**config.mk**
```make
export PLATFORM = sky130hd
export DESIGN_NAME = maze_player_ctrl
export DESIGN_NICKNAME = d
export VERILOG_FILES = /design/src/rtl/maze_player_ctrl.sv
export SDC_FILE = /design/constraint.sdc
export NUM_CORES = 1
export LEC_CHECK = 0
export ABC_AREA = 1
export BUFFER_PORTS_ARGS = -buffer_cell sky130_fd_sc_hd__buf_2
export CAP_MARGIN = 40
export CORE_ASPECT_RATIO = 1.5
export CORE_UTILIZATION = 60
export CTS_CLUSTER_DIAMETER = 150
export CTS_CLUSTER_SIZE = 25
export DETAILED_ROUTE_END_ITERATION = 12
export PLACE_DENSITY = 0.77
export RECOVER_POWER = 50
export SETUP_SLACK_MARGIN = 0.05
export SLEW_MARGIN = 40
export SYNTH_ARGS = -nofsm -noshare
export SYNTH_HDL_FRONTEND = slang
export SYNTH_SLANG_ARGS = --single-unit
```
**constraint.sdc**
```tcl
create_clock -name i_clk -period 7.3 [get_ports i_clk]
set_clock_uncertainty 0.2 [all_clocks]
set_input_delay 0.73 -clock i_clk [delete_from_list [all_inputs] [get_ports i_clk]]
set_output_delay 0.73 -clock i_clk [all_outputs]
set_load 0.01 [all_outputs]
```
**src/rtl/maze_player_ctrl.sv**
```systemverilog
// Player movement controller sharing the maze ROM between the OLED pixel path and a wall checker.
// Composites the player sprite over the maze image and flags arrival in the goal box.
module maze_player_ctrl #(
    parameter int          P_SIZE   = 4,
    parameter int          START_X  = 4,
    parameter int          START_Y  = 30,
    parameter int          GOAL_X0  = 84,
    parameter int          GOAL_X1  = 92,
    parameter int          GOAL_Y0  = 52,
    parameter int          GOAL_Y1  = 60,
    parameter logic [15:0] WALL_COL = 16'hFFFF,
    parameter logic [15:0] P_COL    = 16'hF800
) (
    input  logic        i_clk,
    input  logic        i_rst_n,
    input  logic        i_pix_req,
    input  logic [12:0] i_pixel_index,
    input  logic        i_btn_up,
    input  logic        i_btn_dn,
    input  logic        i_btn_lt,
    input  logic        i_btn_rt,
    output logic [12:0] o_rom_index,
    input  logic [15:0] i_rom_data,
    output logic [15:0] o_oled_data,
    output logic [6:0]  o_player_x,
    output logic [5:0]  o_player_y,
    output logic        o_move_done,
    output logic        o_move_reject,
    output logic        o_goal_reached
);

    // state    | meaning
    // S_IDLE   | waiting for a button pulse
    // S_CHECK  | reading the target box's leading edge from the ROM
    // S_COMMIT | move_done / move_reject pulse is being presented
    typedef enum logic [1:0] {S_IDLE, S_CHECK, S_COMMIT} state_t;
    typedef enum logic [1:0] {D_UP, D_DN, D_LT, D_RT} dir_t;

    state_t      r_state;
    dir_t        r_dir;
    logic [6:0]  r_px;
    logic [5:0]  r_py;
    logic [6:0]  r_tx;
    logic [5:0]  r_ty;
    logic [3:0]  r_k;
    logic [3:0]  r_eval;
    logic        r_hit;
    logic        r_move_done;
    logic        r_move_reject;
    logic        r_goal;

    logic [12:0] r_rom_index;
    logic        r_disp_pend;
    logic        r_disp_pend2;
    logic        r_chk_pend;
    logic        r_chk_pend2;
    logic [12:0] r_disp_idx;
    logic [12:0] r_disp_idx2;
    logic [15:0] r_oled;

    dir_t        w_dir;
    logic        w_btn_any;
    logic        w_can_move;
    logic [6:0]  w_tgt_x;
    logic [5:0]  w_tgt_y;
    logic [6:0]  w_edge_x;
    logic [5:0]  w_edge_y;
    logic [12:0] w_edge_addr;
    logic        w_chk_grant;
    logic        w_hit_final;
    logic        w_last_eval;
    logic        w_in_goal;
    logic        w_in_sprite;
    logic [12:0] w_row_base;

    assign w_btn_any = i_btn_up | i_btn_dn | i_btn_lt | i_btn_rt;

    always_comb begin
        w_dir = D_RT;
        if (i_btn_up)      w_dir = D_UP;
        else if (i_btn_dn) w_dir = D_DN;
        else if (i_btn_lt) w_dir = D_LT;
        else               w_dir = D_RT;
    end

    // The whole target box must stay on screen, so down/right limits account for the sprite size.
    always_comb begin
        w_tgt_x    = r_px;
        w_tgt_y    = r_py;
        w_can_move = 1'b0;
        case (w_dir)
            D_UP: begin
                w_tgt_y    = r_py - 6'd1;
                w_can_move = (r_py != 6'd0);
            end
            D_DN: begin
                w_tgt_y    = r_py + 6'd1;
                w_can_move = (r_py < 6'(64 - P_SIZE));
            end
            D_LT: begin
                w_tgt_x    = r_px - 7'd1;
                w_can_move = (r_px != 7'd0);
            end
            default: begin
                w_tgt_x    = r_px + 7'd1;
                w_can_move = (r_px < 7'(96 - P_SIZE));
            end
        endcase
    end

    always_comb begin
        w_edge_x = r_tx;
        w_edge_y = r_ty;
        case (r_dir)
            D_UP: w_edge_x = r_tx + 7'(r_k);
            D_DN: begin
                w_edge_x = r_tx + 7'(r_k);
                w_edge_y = r_ty + 6'(P_SIZE - 1);
            end
            D_LT: w_edge_y = r_ty + 6'(r_k);
            default: begin
                w_edge_x = r_tx + 7'(P_SIZE - 1);
                w_edge_y = r_ty + 6'(r_k);
            end
        endcase
    end

    assign w_edge_addr = 13'(w_edge_y) * 13'd96 + 13'(w_edge_x);
    assign w_chk_grant = (r_state == S_CHECK) && (r_k < 4'(P_SIZE)) && !i_pix_req;
    assign w_hit_final = r_hit | (i_rom_data == WALL_COL);
    assign w_last_eval = r_chk_pend2 && (r_eval == 4'(P_SIZE - 1));
    assign w_in_goal   = (r_px >= 7'(GOAL_X0)) && (r_px <= 7'(GOAL_X1)) &&
                         (r_py >= 6'(GOAL_Y0)) && (r_py <= 6'(GOAL_Y1));

    // Sprite hit test row by row on the linear index, avoiding a divide-by-96.
    always_comb begin
        w_in_sprite = 1'b0;
        w_row_base  = '0;
        for (int r = 0; r < P_SIZE; r++) begin
            w_row_base = (13'(r_py) + 13'(r)) * 13'd96 + 13'(r_px);
            if (r_disp_idx2 >= w_row_base && r_disp_idx2 < w_row_base + 13'(P_SIZE))
                w_in_sprite = 1'b1;
        end
    end

    always_ff @(posedge i_clk) begin
        if (!i_rst_n) begin
            r_state       <= S_IDLE;
            r_dir         <= D_UP;
            r_px          <= 7'(START_X);
            r_py          <= 6'(START_Y);
            r_tx          <= '0;
            r_ty          <= '0;
            r_k           <= '0;
            r_eval        <= '0;
            r_hit         <= 1'b0;
            r_move_done   <= 1'b0;
            r_move_reject <= 1'b0;
            r_goal        <= 1'b0;
        end else begin
            r_move_done   <= 1'b0;
            r_move_reject <= 1'b0;
            case (r_state)
                S_IDLE: begin
                    if (w_btn_any) begin
                        r_dir <= w_dir;
                        if (w_can_move) begin
                            r_tx    <= w_tgt_x;
                            r_ty    <= w_tgt_y;
                            r_k     <= '0;
                            r_eval  <= '0;
                            r_hit   <= 1'b0;
                            r_state <= S_CHECK;
                        end else begin
                            r_move_reject <= 1'b1;
                        end
                    end
                end
                S_CHECK: begin
                    if (w_chk_grant)
                        r_k <= r_k + 4'd1;
                    if (r_chk_pend2) begin
                        r_hit  <= w_hit_final;
                        r_eval <= r_eval + 4'd1;
                    end
                    // Pulse and position update are registered on entry so they are seen during COMMIT.
                    if (w_last_eval) begin
                        r_state <= S_COMMIT;
                        if (w_hit_final) begin
                            r_move_reject <= 1'b1;
                        end else begin
                            r_px        <= r_tx;
                            r_py        <= r_ty;
                            r_move_done <= 1'b1;
                        end
                    end
                end
                S_COMMIT: begin
                    if (r_move_done && w_in_goal)
                        r_goal <= 1'b1;
                    r_state <= S_IDLE;
                end
                default: r_state <= S_IDLE;
            endcase
        end
    end

    always_ff @(posedge i_clk) begin
        if (!i_rst_n) begin
            r_rom_index  <= '0;
            r_disp_pend  <= 1'b0;
            r_disp_pend2 <= 1'b0;
            r_chk_pend   <= 1'b0;
            r_chk_pend2  <= 1'b0;
            r_disp_idx   <= '0;
            r_disp_idx2  <= '0;
            r_oled       <= '0;
        end else begin
            r_disp_pend  <= i_pix_req;
            r_disp_pend2 <= r_disp_pend;
            r_chk_pend   <= w_chk_grant;
            r_chk_pend2  <= r_chk_pend;
            r_disp_idx2  <= r_disp_idx;
            if (i_pix_req) begin
                r_rom_index <= i_pixel_index;
                r_disp_idx  <= i_pixel_index;
            end else if (w_chk_grant) begin
                r_rom_index <= w_edge_addr;
            end
            if (r_disp_pend2)
                r_oled <= w_in_sprite ? P_COL : i_rom_data;
        end
    end

    assign o_rom_index    = r_rom_index;
    assign o_oled_data    = r_oled;
    assign o_player_x     = r_px;
    assign o_player_y     = r_py;
    assign o_move_done    = r_move_done;
    assign o_move_reject  = r_move_reject;
    assign o_goal_reached = r_goal;

endmodule
```
Word-level counts from Yosys, hierarchy flattened
Index checks and enable logic that the tools add are counted.

word-level totals
  ROM bits = 0
  memories kept = 0
  bits of input ports = 36
  logic and storage cells = 144
  output and inout port bits = 45
  latch bits = 0
  bits in registers = 101
  bits in writable memories = 0

operators by class
  div/mod/pow operators = 0
  multiply operators = 5
  bitwise gates (word level) = 5
  eq/ne operators = 13
  add/subtract/negate cells = 22
  reductions and logical operators = 29
  $lt $le $gt $ge = 15
  muxes and demuxes = 35
  shift operators = 0

operators with widths
  operator               count
  $add 13x7->13          5
  $add 13x3->13 const B  4
  $ge 13x13->1           4
  $lt 13x13->1           4
  $pmux 7 s2             2
  $mux 13                2
  $mul 7x2->8 const B    3
  $pmux 6 s2             2
  $eq 16x16->1 const B   1
  $mul 6x2->8 const B    2
  $mux 16                1
  $mux 4                 4
  $pmux 4 s2             2
  $add 6x2->7 const B    2
  $mux 1                 13
  $reduce_and 3->1       4
  $logic_and 1x1->1      11
  $mux 2                 5
  $ne 2x2->1 const B     5
  $add 4x1->4 const B    2
  $reduce_and 4->1       2
  $add 6x1->7 const B    1
  $add 7x1->7 const B    1
  $add 7x2->7 const B    1
  other kinds (28)       41

Logic depth before layout (Yosys ltp)
Gate-level depths: netlist of run 1.

  depth after elaboration = 10
  mapped depth = 33
  depth with buffers taken out = 31

Worst setup path after synthesis of run 1
Ideal clock, no wire load.

  path type = register to register
  start point = reg r_py[1] (netlist: o_player_y[1])
  end point = reg r_oled[1] (netlist: o_oled_data[1])
  path buffers = 2
  period minus slack after synthesis = 4.650 ns
  stages on the path, launching flop included = 24
  library setup time = 0.132 ns
  required time = 6.968 ns
  slack = 2.650 ns
  data arrival time = 4.318 ns
  path through = dfxtp_1 > inv_1 > ha_1 > buf_2 > xnor2_1 > fa_1 > xnor2_1 > inv_1 > nor3_1 > nand4_1 > nor2_1 > nand3_1 > nand2_1 > inv_1 > ha_1 > nand2_1 > nor2_1 > a211oi_1 > o21ai_0 > a21oi_1 > nand2_1 > clkbuf_1 > nand3_1 > a21oi_1

on the way
  cells in the longest elaborated chain, start to end = 10
  elaborated cells on any way between the ends = 32
  classes of those cells = add/sub: 11; mul: 4; order compare: 8; mux: 5; reduce/logical: 4

RTL lines
  element                                                   line      text
  from (decl)                                               42        logic [5:0] r_py;
  from (signal assigned)                                    151       r_py <= 6'(START_Y);
  from (signal assigned)                                    193       r_py <= r_ty;
  $add 6x1->7 / $mul 6x2->8 (equally long branches)         140       w_row_base = (13'(r_py) + 13'(r)) * 13'd96 + 13'(r_px);
  $mul 7x2->8 / $add 13x7->13 (equally long branches)       140
  $add 13x7->13 / $add 13x3->13 (equally long branches)     140, 141
  $add 13x3->13 / $lt 13x13->1 (equally long branches)      141       if (r_disp_idx2 >= w_row_base && r_disp_idx2 < w_row_base + 13'(P_SIZE))
  $lt 13x13->1 / $logic_and 1x1->1 (equally long branches)  141
  $logic_and 1x1->1 / $mux 1 (equally long branches)        141
  $mux 1 (2 in series)                                      141
  $mux 1 (*)                                                141
  $mux 16 (*)                                               231       r_oled <= w_in_sprite ? P_COL : i_rom_data;
  to (signal assigned)                                      231
  to (decl)                                                 59        logic [15:0] r_oled;

Every way passes the cells marked *; elsewhere a longest branch is shown, timed or not.
A chain may end at the register's enable or synchronous reset.

Worst setup path in the final report of run 1
  start point = reg r_py[1] (netlist: o_player_y[1])
  end point = reg r_oled[13] (netlist: o_oled_data[13])

Same word-level chain as after synthesis.

==> metrics.csv, run 1 <==
stage,metric,value,unit
worst_setup_path,element type at the critical path end,flop,
worst_hold_path,cell count of the worst hold path,2,
global_routing,Global Route Usage Sum,30.9,%
final_layout,final core area utilization,66.9,%
place,worst-case setup slack after placement,1.71,ns
die,count of pins on the block boundary,81,
sta,"Slew Viols, Final",62,
sta,total negative setup slack,0,ns
power,switching portion of total power,31.1,%
power,Max rail drop VDD,170,µV
power,static leakage,5.19,nW
detailed_routing,post-detailed-route via-to-cell ratio,5.55,
synthesis,Post-Syn Nets,1569,
detailed_routing,DR vias,9179,
synthesis,synthesized area per cell,6.78,µm²
synthesis,number of distinct library cells after synthesis,55,
worst_setup_path,most numerous cell on the critical path,sky130_fd_sc_hd__nand2_1,
die,height of the chip,155,µm
worst_setup_path,Reg-to-Reg End,o_oled_data[13],
worst_setup_path,"Req. time, crit path",7.33,ns
worst_hold_path,WHS Endpoint,r_disp_pend2,
clocking,clock buffer depth,2,
power,net switching component of the power,0.000431,W
clocking,library cell used as clock root buffer,sky130_fd_sc_hd__clkbuf_16,
clocking,Clock Sink Count,101,
sta,Final WS setup,1.70,ns
global_routing,first-pass GRT wire length,40.2,mm
clocking,"CTS clk-pin slew, worst paths",0.07,ns
worst_setup_path,largest stage delay on the critical path,0.75,ns
detailed_routing,first-pass detailed-route iteration total,5,
worst_hold_path,path class of the lowest-slack min-delay path,reg -> reg,
power,internal portion of total power,0.000953,W
final_layout,number of non-filler instances in the completed layout,1653,
global_routing,total gr overflow,0,
final_layout,Filler cells,1408,
sta,RSZ-0062 raised after global routing,false,
synthesis,proportion of synthesized chip area in sequential cells,21.5,%
sta,setup-violating endpoint count in the final report,0,
die,Core ar.,15200,µm²
worst_setup_path,R2R depth,28,
synthesis,fraction of synthesis flops using an asynchronous set or reset pin,0,%
clocking,post-cts hold buffer count,0,
synthesis,synth top area cells,"sky130_fd_sc_hd__dfxtp_1 22%, sky130_fd_sc_hd__ha_1 18%, sky130_fd_sc_hd__nand2_1 12%, sky130_fd_sc_hd__inv_1 7.9%, sky130_fd_sc_hd__a21oi_1 6.5%",
global_routing,number of antenna violations at the first check in global routing,0,
place,post-detail-place hpwl,19.9,mm
synthesis,top-count cell post-synth,sky130_fd_sc_hd__nand2_1,
place,Port Buffer Count,80,
sta,share of the clock period used by the worst path after layout,76.8,%
place,final weighted congestion in routability-driven placement,0.922,
worst_setup_path,Critical Path Source Type,flop,
power,Gate power share,20.5,%
detailed_routing,Post-Route WL,24.6,mm
sta,max_slew headroom,-67.9,%
detailed_routing,post-DR wirelength/cell,14.9,µm
power,fraction of power consumed by sequential logic,44.0,%
run_status,status,"finished, violations left",
sta,worst slew pin tran,2.52,ns
run,max-cap viol count,1,
final_layout,final net count,1632,
worst_setup_path,critical path arrival,5.63,ns
worst_setup_path,Reg2Reg Setup Slack,1.70,ns
global_routing,maximum number of pins on one net before global-route repair,62,
worst_setup_path,Crit Reg-Reg Startpoint,o_player_y[1],
power,Clock Power Share,35.4,%
final_layout,layout-stage area growth over the synthesis result,8.28,%
detailed_routing,First DRT Iteration DRCs,465,
worst_hold_path,start point of the worst min-delay path,r_disp_pend,
synthesis,area fraction of the dominant cell type after synthesis,21.5,%
global_routing,number of global-route vias before repair,8867,
synthesis,post-synthesis sequential element count,101,
sta,Final Hold Fails,0,
worst_setup_path,crit-path max FO,16,
synthesis,summed instance area of the synthesized netlist,9400,µm²
place,Inst Count DP,1637,
die,effective utilization at floorplan,61.8,%
final_layout,fraction of layout cells with a size suffix above 1,7.02,%
synthesis,Post-synth EDFFs,0,
synthesis,synthesized netlist cell count,1386,
clocking,clock latency reported for the late side of the worst-skew pair,0.34,ns
synthesis,most used flip-flop cell after synthesis,sky130_fd_sc_hd__dfxtp_1,
detailed_routing,drt drc,0,
run_status,violations in the final reports,"capacitance limit, slew limit",
synthesis,yosys synthesis warning count,0,
die,total number of placement rows,55,
clocking,post-CTS setup buffers,0,
worst_setup_path,startpoint-to-endpoint class of the critical path,reg -> reg,
detailed_routing,antenna-violating nets left,0,
synthesis,Synth top cells by count,"309 x sky130_fd_sc_hd__nand2_1, 197 x sky130_fd_sc_hd__inv_1, 135 x sky130_fd_sc_hd__ha_1",
clocking,number of levels in the clock H-tree,3,
sta,maximum clock frequency,178,MHz
power,power density of the placed cells,136,nW/µm²
clocking,TritonCTS clock tree,yes,
synthesis,largest area contributor in the netlist,sky130_fd_sc_hd__dfxtp_1,
die,die footprint,16200,µm²
worst_setup_path,critical-path cell with the highest stage delay,sky130_fd_sc_hd__dfxtp_1,
die,die extent in x,104,µm
clocking,# resized after CTS,0,
final_layout,number of diodes added for antenna fixing,0,
sta,clock period minus worst slack,5.60,ns
clocking,clock buffers created by TritonCTS,9,
how the worst max path moves through the flow:
stage                  startpoint               to  slack [ns]  cells after the start
global placement    o_player_y[1]  o_oled_data[13]        1.90                     28
CTS                 o_player_y[1]  o_oled_data[13]        1.69                     28
floorplan           o_player_y[1]   o_oled_data[1]        2.65                     23
global route        o_player_y[1]  o_oled_data[12]        1.05                     28
finish              o_player_y[1]  o_oled_data[13]        1.70                     28
detailed placement  o_player_y[1]  o_oled_data[13]        1.71                     28
final cells by class:
cell class | instances | area (µm²) | share of cell area (%)
multi-input cells | 1045 | 6450 | 63.4
flip-flops and latches | 101 | 2020 | 19.9
inverters | 210 | 788 | 7.74
repair buffers | 82 | 360 | 3.54
well taps | 199 | 249 | 2.45
clock buffers | 10 | 229 | 2.25
clock inverters | 6 | 77.6 | 0.762
placed cells by master, fill, tap and decap left out, drive strengths merged, types with 4 or more instances in the layout:
master	n
buf	40
clkbuf	52
a31oi	9
o21bai	4
nand4	26
o211ai	9
dfxtp	101
ha	135
nor3	15
nor2	108
nand2	316
a21oi	123
inv	211
xnor2	23
o22ai	13
xor2	40
nand3b	7
o21ai	91
or2	7
fa	12
nand3	86
stage by stage:
step / instance area [µm²] / hold slack (ns) / total power [W]
finish: 10200 / 0.218 / 0.00138
global route: 10200 / 0.240 / 0.00146
CTS: 10200 / 0.218 / 0.00140
detailed placement: 9930 / 0.201 / 0.000908
global placement: 9930 / 0.198 / 0.000901
floorplan: 9400 / 0.190 / 0.000822
logic make-up after synthesis:
group           synth area share, %
compound gates                 15.2
xor+xnor                       6.27
fa+ha+maj                      20.5
buf+inv                        9.85
flops                          21.5
simple gates                   26.6
power groups by stage:
stage	Combinational, W	Sequential, W	Clock, W
global route	0.000326	0.000614	0.000520
finish	0.000284	0.000610	0.000490
global placement	0.000280	0.000621	0
CTS	0.000289	0.000609	0.000497
floorplan	0.000203	0.000619	0
detailed placement	0.000287	0.000621	0
per-layer routing:
metal | global-route usage (%) | part of all wire [%] | vias to the layer above
met2 | 59.4 | 52 | 229
met3 | 2.93 | 3.5 | 79
met5 | 0 | 0 | -
met4 | 20.1 | 5.8 | 0
li1 | - | - | 4679
met1 | 31.7 | 39 | 4192
sequential cells by signal, indices dropped and copies added (netlist names), 2 cells and up:
register / flops
o_rom_index: 13
r_disp_idx2: 13
r_disp_idx: 13
r_dir: 2
r_state: 2
r_k: 4
r_ty: 6
o_player_y: 6
r_eval: 4
r_tx: 7
o_player_x: 7
o_oled_data: 16
worst max-delay path: cells and delay by family (launching register included):
kind,cells,cell delay [ns]
AOI/OAI and AO/OA,2,0.19
buffers and inverters,4,0.70
DFF,1,0.75
and+or+nand+nor,19,2.73
adders and majority gates,3,0.91
Note: power is estimated with default switching activity, not from simulation.
==> run 2: changes to the inputs <==
--- a/config.mk
+++ b/config.mk
@@ -5,7 +5,7 @@
 export SDC_FILE = /design/constraint.sdc
 export NUM_CORES = 1
 export LEC_CHECK = 0
-export ABC_AREA = 1
+export ABC_AREA = 0
 export BUFFER_PORTS_ARGS = -buffer_cell sky130_fd_sc_hd__buf_2
 export CAP_MARGIN = 40
 export CORE_ASPECT_RATIO = 1.5
==> constraint.sdc (replaced) <==
create_clock -name i_clk -period 5.55 [get_ports i_clk]
set_clock_uncertainty 0.2 [all_clocks]
set_input_delay 0.555 -clock i_clk [delete_from_list [all_inputs] [get_ports i_clk]]
set_output_delay 0.555 -clock i_clk [all_outputs]
set_load 0.01 [all_outputs]
==> run 2 against run 1 <==
  * The flow still finishes with violations (capacitance limit, slew limit)
  * Setup slack got worse by 1.2 ns
  * Via count down 16%
  * Sequential cell count did not move
==> metrics.csv, run 2 <==
stage,metric,value,unit,change
run_status,status,"finished, violations left",,
run_status,violations in the final reports,"capacitance limit, slew limit",,
clocking,"CTS clk-pin slew, worst paths",0.07,ns,about the same
clocking,clock latency reported for the late side of the worst-skew pair,0.34,ns,about the same
synthesis,XOR/XNOR share of the synthesized area,11.1,%,+4.9 points
worst_setup_path,Crit Reg-Reg Startpoint,o_player_y[0],,
clocking,Clock Sink Count,101,,unchanged
synthesis,top-count cell post-synth,sky130_fd_sc_hd__ha_1,,
detailed_routing,first-pass detailed-route iteration total,5,,unchanged
synthesis,Synth top cells by count,"135 x sky130_fd_sc_hd__ha_1, 103 x sky130_fd_sc_hd__nor2_1, 101 x sky130_fd_sc_hd__dfxtp_1",,
final_layout,fraction of layout cells with a size suffix above 1,8.77,%,+1.8 points
sta,worst slew pin tran,2.50,ns,-0.0173 ns
final_layout,max reg flops,16,,unchanged
place,Port Buffer Count,80,,unchanged
sta,"Slew Viols, Final",56,,-9.7%
run,max-cap viol count,1,,unchanged
clocking,post-cts hold buffer count,0,,unchanged
place,final weighted congestion in routability-driven placement,0.902,,-2.2%
synthesis,post-synthesis sequential element count,101,,unchanged
global_routing,maximum number of pins on one net before global-route repair,56,,-9.7%
detailed_routing,antenna-violating nets left,0,,unchanged
die,die extent in x,101,µm,-3.1%
synthesis,area fraction of the dominant cell type after synthesis,22.9,%,+1.4 points
worst_hold_path,path class of the lowest-slack min-delay path,in -> reg,,
synthesis,proportion of synthesized chip area in sequential cells,22.9,%,+1.4 points
final_layout,layout-stage area growth over the synthesis result,10.5,%,
detailed_routing,drt drc,0,,unchanged
synthesis,adder-cell area share of the yosys netlist,21.9,%,+1.4 points
die,die footprint,15200,µm²,-6.2%
final_layout,Filler cells,1254,,-11%
global_routing,number of antenna violations at the first check in global routing,0,,unchanged
worst_setup_path,R2R depth,17,,-39%
worst_setup_path,critical path arrival,5.13,ns,-0.50 ns
die,height of the chip,150,µm,-3.1%
detailed_routing,post-detailed-route via-to-cell ratio,5.88,,+5.8%
synthesis,post-synthesis mux area share,3.79,%,+3.8 points
clocking,clock buffer depth,2,,unchanged
final_layout,number of diodes added for antenna fixing,0,,unchanged
synthesis,most used flip-flop cell after synthesis,sky130_fd_sc_hd__dfxtp_1,,
sta,max_slew headroom,-66.8,%,+1.2 points
synthesis,largest area contributor in the netlist,sky130_fd_sc_hd__dfxtp_1,,
synthesis,"post-synthesis share of cell area spent on and, or, nand and nor gates",17.8,%,-8.8 points
power,Max rail drop VDD,241,µV,+42%
synthesis,Post-synth EDFFs,0,,unchanged
global_routing,number of global-route vias before repair,7538,,-15%
global_routing,first-pass GRT wire length,35.8,mm,-11%
clocking,number of levels in the clock H-tree,3,,unchanged
worst_setup_path,Reg2Reg Setup Slack,0.45,ns,-1.25 ns
detailed_routing,First DRT Iteration DRCs,343,,-26%
worst_setup_path,startpoint-to-endpoint class of the critical path,reg -> reg,,
worst_hold_path,start point of the worst min-delay path,i_rom_data[8],,
sta,total negative setup slack,0,ns,unchanged
sta,share of the clock period used by the worst path after layout,91.9,%,+15 points
worst_setup_path,Critical Path Source Type,flop,,
synthesis,number of distinct library cells after synthesis,67,,+22%
detailed_routing,DR vias,7691,,-16%
die,effective utilization at floorplan,62.1,%,+0.29 points
synthesis,yosys synthesis warning count,0,,unchanged
worst_setup_path,Reg-to-Reg End,o_oled_data[15],,
final_layout,multi-input logic area,6480,µm²,+0.41%
power,static leakage,4.53,nW,-13%
worst_setup_path,element type at the critical path end,flop,,
power,power density of the placed cells,173,nW/µm²,+27%
sta,Final WS setup,0.448,ns,-1.25 ns
worst_hold_path,cell count of the worst hold path,2,,unchanged
synthesis,fraction of synthesis flops using an asynchronous set or reset pin,0,%,unchanged
synthesis,main combinational cell family by area after synthesis,adder cells,,
clocking,clock buffers created by TritonCTS,9,,unchanged
final_layout,final net count,1295,,-21%
die,total number of placement rows,53,,-3.6%
die,count of pins on the block boundary,81,,unchanged
worst_setup_path,"Req. time, crit path",5.58,ns,-1.75 ns
worst_hold_path,WHS Endpoint,o_oled_data[8],,
synthesis,Post-Syn Nets,1215,,-23%
power,total design power,0.00168,W,+22%
die,Core ar.,14200,µm²,-6.7%
global_routing,total gr overflow,0,,unchanged
synthesis,synthesized netlist cell count,1032,,-26%
sta,clock period minus worst slack,5.10,ns,-0.502 ns
synthesis,synth top area cells,"sky130_fd_sc_hd__dfxtp_1 23%, sky130_fd_sc_hd__ha_1 19%, sky130_fd_sc_hd__xnor2_1 6.6%, sky130_fd_sc_hd__nor2_1 4.4%, sky130_fd_sc_hd__xor2_1 4.3%",,
place,post-detail-place hpwl,17.6,mm,-11%
synthesis,synthesized area per cell,8.54,µm²,+26%
clocking,post-CTS setup buffers,0,,unchanged
sta,Final Hold Fails,0,,unchanged
clocking,TritonCTS clock tree,yes,,
clocking,library cell used as clock root buffer,sky130_fd_sc_hd__clkbuf_16,,
sta,setup-violating endpoint count in the final report,0,,unchanged
final_layout,sequential cell area,2020,µm²,unchanged
synthesis,share of the synthesized area in compound gates (AO/OA/AOI/OAI),18.4,%,+3.1 points
detailed_routing,Post-Route WL,22.1,mm,-10%
sta,maximum clock frequency,196,MHz,+9.8%
detailed_routing,post-DR wirelength/cell,16.9,µm,+14%
synthesis,summed instance area of the synthesized netlist,8810,µm²,-6.3%
place,worst-case setup slack after placement,0.332,ns,-1.38 ns
worst_setup_path,crit-path max FO,8,,-8
final_layout,"commonest cells after routing, fill and taps aside","135 x sky130_fd_sc_hd__ha_1, 102 x sky130_fd_sc_hd__nor2_1, 101 x sky130_fd_sc_hd__dfxtp_1",,
sta,RSZ-0062 raised after global routing,false,,
final_layout,"leading cell type in the layout, fill and taps excluded",sky130_fd_sc_hd__ha_1,,
global_routing,Global Route Usage Sum,30.1,%,-0.80 points
[run 2: changes by cell type in the layout (fill, tap and decap cells not counted), moves of 30 or more]
cell	change
sky130_fd_sc_hd__nand2_1	-256
sky130_fd_sc_hd__inv_1	-139
sky130_fd_sc_hd__nand3_1	-57
sky130_fd_sc_hd__o21ai_0	-56
sky130_fd_sc_hd__a21oi_1	-54
sky130_fd_sc_hd__xnor2_1	+43
sky130_fd_sc_hd__a21o_1	+39
sky130_fd_sc_hd__mux2i_1	+30
[run 2: logic make-up after synthesis]
logic type | count (synthesis)
flip-flops | 101
XOR/XNOR | 110
multiplexers | 33
buffers and inverters | 93
AND/OR/NAND/NOR | 314
AO/OA/AOI/OAI | 234
adder cells (fa/ha/maj) | 147
[run 2: worst max path at each step]
stage,from,end,depth (start not counted)
finish,o_player_y[0],o_oled_data[15],17
global route,o_player_y[3],o_oled_data[13],19
CTS,o_player_y[0],o_oled_data[7],17
detailed placement,o_player_y[0],o_oled_data[7],17
global placement,o_player_y[0],o_oled_data[5],17
floorplan,o_player_y[1],o_oled_data[10],22
[run 2: layout make-up]
| cell class | instances | share of cell area, % |
|---|---|---|
| multi-input cells | 838 | 66.5 |
| flip-flops and latches | 101 | 20.8 |
| repair buffers | 101 | 4.96 |
| well taps | 192 | 2.47 |
| clock buffers | 10 | 2.35 |
| inverters | 61 | 2.35 |
| clock inverters | 6 | 0.578 |
[run 2: critical path, cell delays in order, from the launching register on]
cell and delay [ns]:
sky130_fd_sc_hd__dfxtp_1 0.49, sky130_fd_sc_hd__ha_1 0.35, sky130_fd_sc_hd__xnor2_4 0.18, sky130_fd_sc_hd__inv_2 0.08, sky130_fd_sc_hd__ha_1 0.31, sky130_fd_sc_hd__and3_4 0.19
sky130_fd_sc_hd__a2111oi_4 0.41, sky130_fd_sc_hd__nor4bb_1 0.12, sky130_fd_sc_hd__a311oi_2 0.32, sky130_fd_sc_hd__nor2_1 0.10, sky130_fd_sc_hd__xnor2_1 0.27, sky130_fd_sc_hd__ha_1 0.30
sky130_fd_sc_hd__nand4_1 0.12, sky130_fd_sc_hd__a21oi_1 0.05, sky130_fd_sc_hd__a2111oi_0 0.58, sky130_fd_sc_hd__o2111ai_1 0.29, sky130_fd_sc_hd__or2_2 0.41, sky130_fd_sc_hd__o221a_2 0.24
[run 2: through the flow]
step	instance area (µm²)	hold WS (ns)	cells	utilization [%]
6_report	9740	0.237	1309	68.6
5_1_grt	9740	0.231	1309	68.6
4_1_cts	9800	0.227	1309	69.1
3_5_place_dp	9520	0.231	1293	67.1
3_3_place_gp	9500	0.218	1293	66.9
2_1_floorplan	8810	0.212	1032	-
[run 2: metal layers]
layer / global-route usage (%) / wire length [µm] / share of wire [%] / vias to the layer above
li1: - / - / - / 3836
met1: 33.6 / 8900 / 40 / 3632
met2: 56.4 / 11600 / 53 / 168
met3: 3.11 / 713 / 3.2 / 55
met4: 14.4 / 876 / 4.0 / 0
met5: 0 / 0 / 0 / -
[run 2: repair_timing]
| item | in CTS | in global routing |
|---|---|---|
| endpoints found under the hold margin | 0 | 0 |
| gates resized for setup | 0 | 2 |
| endpoints found under the setup margin | 0 | 11 |
[run 2: report_power, final]
part / internal [W] / switching, W
registers: 0.000757 / 0.0000319
logic: 0.000124 / 0.000176
clock network: 0.000314 / 0.000282
total: 0.00119 / 0.000490
==> run 3: changes to the inputs <==
--- a/config.mk
+++ b/config.mk
@@ -13,6 +13,7 @@
 export CTS_CLUSTER_DIAMETER = 150
 export CTS_CLUSTER_SIZE = 25
 export DETAILED_ROUTE_END_ITERATION = 12
+export MAX_ROUTING_LAYER = met4
 export PLACE_DENSITY = 0.77
 export RECOVER_POWER = 50
 export SETUP_SLACK_MARGIN = 0.05
==> run 3 against run 2 <==
  * Setup slack worse by 0.010 ns
  * Cell area stayed put
  * Via count is 0.52% higher
  * Largest cell class unchanged
  * Clock power hardly changed
  * Critical path depth stayed put
  * Maximum frequency is 0.20% lower
  * Non-clock buffer count stayed put
  * Cell count stayed put
  * The run still ends with capacitance limit, slew limit left
  * Critical endpoint unchanged
  * Combinational power hardly changed
  * Sequential cell count stayed put
==> metrics.csv, run 3 (synthesized netlist as in run 2, its figures left out) <==
stage,metric,value,unit,change
power,Clock Power Share,35.4,%,about the same
detailed_routing,post-DR wirelength/cell,16.9,µm,about the same
clocking,post-CTS setup buffers,0,,unchanged
power,Max rail drop VDD,241,µV,about the same
run,max-cap viol count,1,,unchanged
die,Core ar.,14200,µm²,unchanged
power,net switching component of the power,0.000491,W,+0.37%
sta,"Slew Viols, Final",56,,unchanged
final_layout,"commonest cells after routing, fill and taps aside","135 x sky130_fd_sc_hd__ha_1, 102 x sky130_fd_sc_hd__nor2_1, 101 x sky130_fd_sc_hd__dfxtp_1",,
place,post-detail-place hpwl,17.6,mm,unchanged
sta,clock period minus worst slack,5.11,ns,+0.0101 ns
global_routing,maximum number of pins on one net before global-route repair,56,,unchanged
clocking,clock buffers created by TritonCTS,9,,unchanged
die,height of the chip,150,µm,unchanged
sta,worst slew pin tran,2.49,ns,-0.0121 ns
clocking,Clock Sink Count,101,,unchanged
die,total number of placement rows,53,,unchanged
global_routing,number of global-route vias before repair,7539,,+0.013%
sta,share of the clock period used by the worst path after layout,92.1,%,+0.18 points
power,internal portion of total power,0.00119,W,about the same
clocking,number of levels in the clock H-tree,3,,unchanged
run_status,violations in the final reports,"capacitance limit, slew limit",,
power,fraction of power consumed by sequential logic,46.8,%,about the same
sta,Final Hold Fails,0,,unchanged
power,power density of the placed cells,173,nW/µm²,+0.11%
sta,total negative setup slack,0,ns,unchanged
final_layout,number of diodes added for antenna fixing,0,,unchanged
sta,max_slew headroom,-66.0,%,+0.81 points
worst_setup_path,critical path arrival,5.15,ns,+0.02 ns
final_layout,"leading cell type in the layout, fill and taps excluded",sky130_fd_sc_hd__ha_1,,
clocking,"CTS clk-pin slew, worst paths",0.07,ns,about the same
die,effective utilization at floorplan,62.1,%,unchanged
detailed_routing,antenna-violating nets left,0,,unchanged
detailed_routing,detailed route wirelength on metal2,11.7,mm,+0.25%
sta,maximum clock frequency,196,MHz,-0.20%
final_layout,max reg flops,16,,unchanged
die,die extent in x,101,µm,unchanged
global_routing,Global Route Usage Sum,31.0,%,+0.89 points
clocking,library cell used as clock root buffer,sky130_fd_sc_hd__clkbuf_16,,
worst_setup_path,Crit Reg-Reg Startpoint,o_player_y[0],,
detailed_routing,Post-Route WL,22.1,mm,about the same
clocking,TritonCTS clock tree,yes,,
clocking,clock latency reported for the late side of the worst-skew pair,0.34,ns,about the same
die,count of pins on the block boundary,81,,unchanged
worst_setup_path,"Req. time, crit path",5.58,ns,about the same
detailed_routing,Highest Signal Layer,met4,,
detailed_routing,first-pass detailed-route iteration total,5,,unchanged
worst_setup_path,Reg-to-Reg End,o_oled_data[15],,
detailed_routing,metal1 wirelength,8.84,mm,-0.62%
sta,setup-violating endpoint count in the final report,0,,unchanged
detailed_routing,routed wire length on met3,755,µm,+5.9%
worst_hold_path,path class of the lowest-slack min-delay path,in -> reg,,
global_routing,number of antenna violations at the first check in global routing,0,,unchanged
power,static leakage,4.53,nW,unchanged
power,switching portion of total power,29.2,%,+0.077 points
worst_setup_path,Reg2Reg Setup Slack,0.44,ns,about the same
global_routing,total gr overflow,0,,unchanged
final_layout,layout-stage area growth over the synthesis result,10.5,%,unchanged
global_routing,first-pass GRT wire length,35.8,mm,about the same
detailed_routing,First DRT Iteration DRCs,312,,-9.0%
power,total design power,0.00169,W,+0.11%
run_status,status,"finished, violations left",,
place,final weighted congestion in routability-driven placement,0.917,,+1.7%
die,die footprint,15200,µm²,unchanged
detailed_routing,post-detailed-route via-to-cell ratio,5.91,,+0.52%
worst_setup_path,startpoint-to-endpoint class of the critical path,reg -> reg,,
worst_setup_path,element type at the critical path end,flop,,
worst_setup_path,R2R depth,17,,unchanged
final_layout,fraction of layout cells with a size suffix above 1,8.77,%,unchanged
worst_setup_path,crit-path max FO,8,,unchanged
detailed_routing,DR vias,7731,,+0.52%
sta,RSZ-0062 raised after global routing,false,,
detailed_routing,drt drc,0,,unchanged
worst_setup_path,Setup crit end,o_oled_data[15],,
worst_setup_path,Critical Path Source Type,flop,,
power,Gate power share,17.8,%,about the same
place,Port Buffer Count,80,,unchanged
clocking,clock buffer depth,2,,unchanged
worst_setup_path,launch point of the worst path,o_player_y[0],,
final_layout,final net count,1295,,unchanged
## run 3: power by group through the flow
stage	clock, W	combinational (W)	sequential, W
after floorplan	0	0.000207	0.000799
after global placement	0	0.000295	0.000803
after detailed placement	0	0.000302	0.000803
after CTS	0.000606	0.000305	0.000788
after global routing	0.000640	0.000337	0.000792
final	0.000597	0.000300	0.000789
## run 3: worst min path at each step
stage / from / end / slack (ns) / depth (start not counted)
2_1_floorplan: r_chk_pend / r_chk_pend2 / 0.21 / 1
3_3_place_gp: r_disp_pend / r_disp_pend2 / 0.22 / 1
3_5_place_dp: r_disp_pend / r_disp_pend2 / 0.23 / 1
4_1_cts: i_rom_data[8] / o_oled_data[8] / 0.23 / 2
5_1_grt: i_rom_data[6] / o_oled_data[6] / 0.23 / 2
6_report: i_rom_data[8] / o_oled_data[8] / 0.24 / 2
## run 3: critical path, stage by stage, from the launching register on
cell and delay, ns:
sky130_fd_sc_hd__dfxtp_1 0.48, sky130_fd_sc_hd__ha_1 0.35, sky130_fd_sc_hd__xnor2_4 0.18, sky130_fd_sc_hd__inv_2 0.08, sky130_fd_sc_hd__ha_1 0.31, sky130_fd_sc_hd__and3_4 0.19, sky130_fd_sc_hd__a2111oi_4 0.41, sky130_fd_sc_hd__nor4bb_1 0.12
sky130_fd_sc_hd__a311oi_2 0.32, sky130_fd_sc_hd__nor2_1 0.10, sky130_fd_sc_hd__xnor2_1 0.27, sky130_fd_sc_hd__ha_1 0.30, sky130_fd_sc_hd__nand4_1 0.12, sky130_fd_sc_hd__a21oi_1 0.05, sky130_fd_sc_hd__a2111oi_0 0.58, sky130_fd_sc_hd__o2111ai_1 0.29
sky130_fd_sc_hd__or2_2 0.41, sky130_fd_sc_hd__o221a_2 0.24
## run 3: timing repair
item / in CTS / in global routing
endpoints found under the setup margin: 0 / 12
resized for setup: 0 / 2
hold buffers: 0 / 0
endpoints found under the hold margin: 0 / 0
## run 3: area by class of cell
type	count	area [µm²]
Tap cell	192	240
Clock inverter	6	56.3
Clock buffer	10	229
Timing Repair Buffer	101	483
Inverter	61	229
Multi-Input combinational cell	838	6480
Sequential cell	101	2020
Fill cell	1254	4450
## run 3: per-layer routing
layer  global-route usage (%)  up-vias
met3                     2.97       49
met1                     33.7     3670
met2                     56.4      180
met4                     14.4        0
li1                         -     3832
met5                        -        -
## run 3: per-stage QoR
| stage | util, % | area (µm²) | setup WS (ns) | hold WS (ns) | cells |
|---|---|---|---|---|---|
| finish | 68.6 | 9740 | 0.438 | 0.235 | 1309 |
| global route | 68.6 | 9740 | 0.0546 | 0.231 | 1309 |
| CTS | 69.1 | 9800 | 0.317 | 0.227 | 1309 |
| detailed placement | 67.1 | 9520 | 0.332 | 0.231 | 1293 |
| global placement | 66.9 | 9500 | 0.0640 | 0.218 | 1293 |
| floorplan | - | 8810 | 0.507 | 0.212 | 1032 |
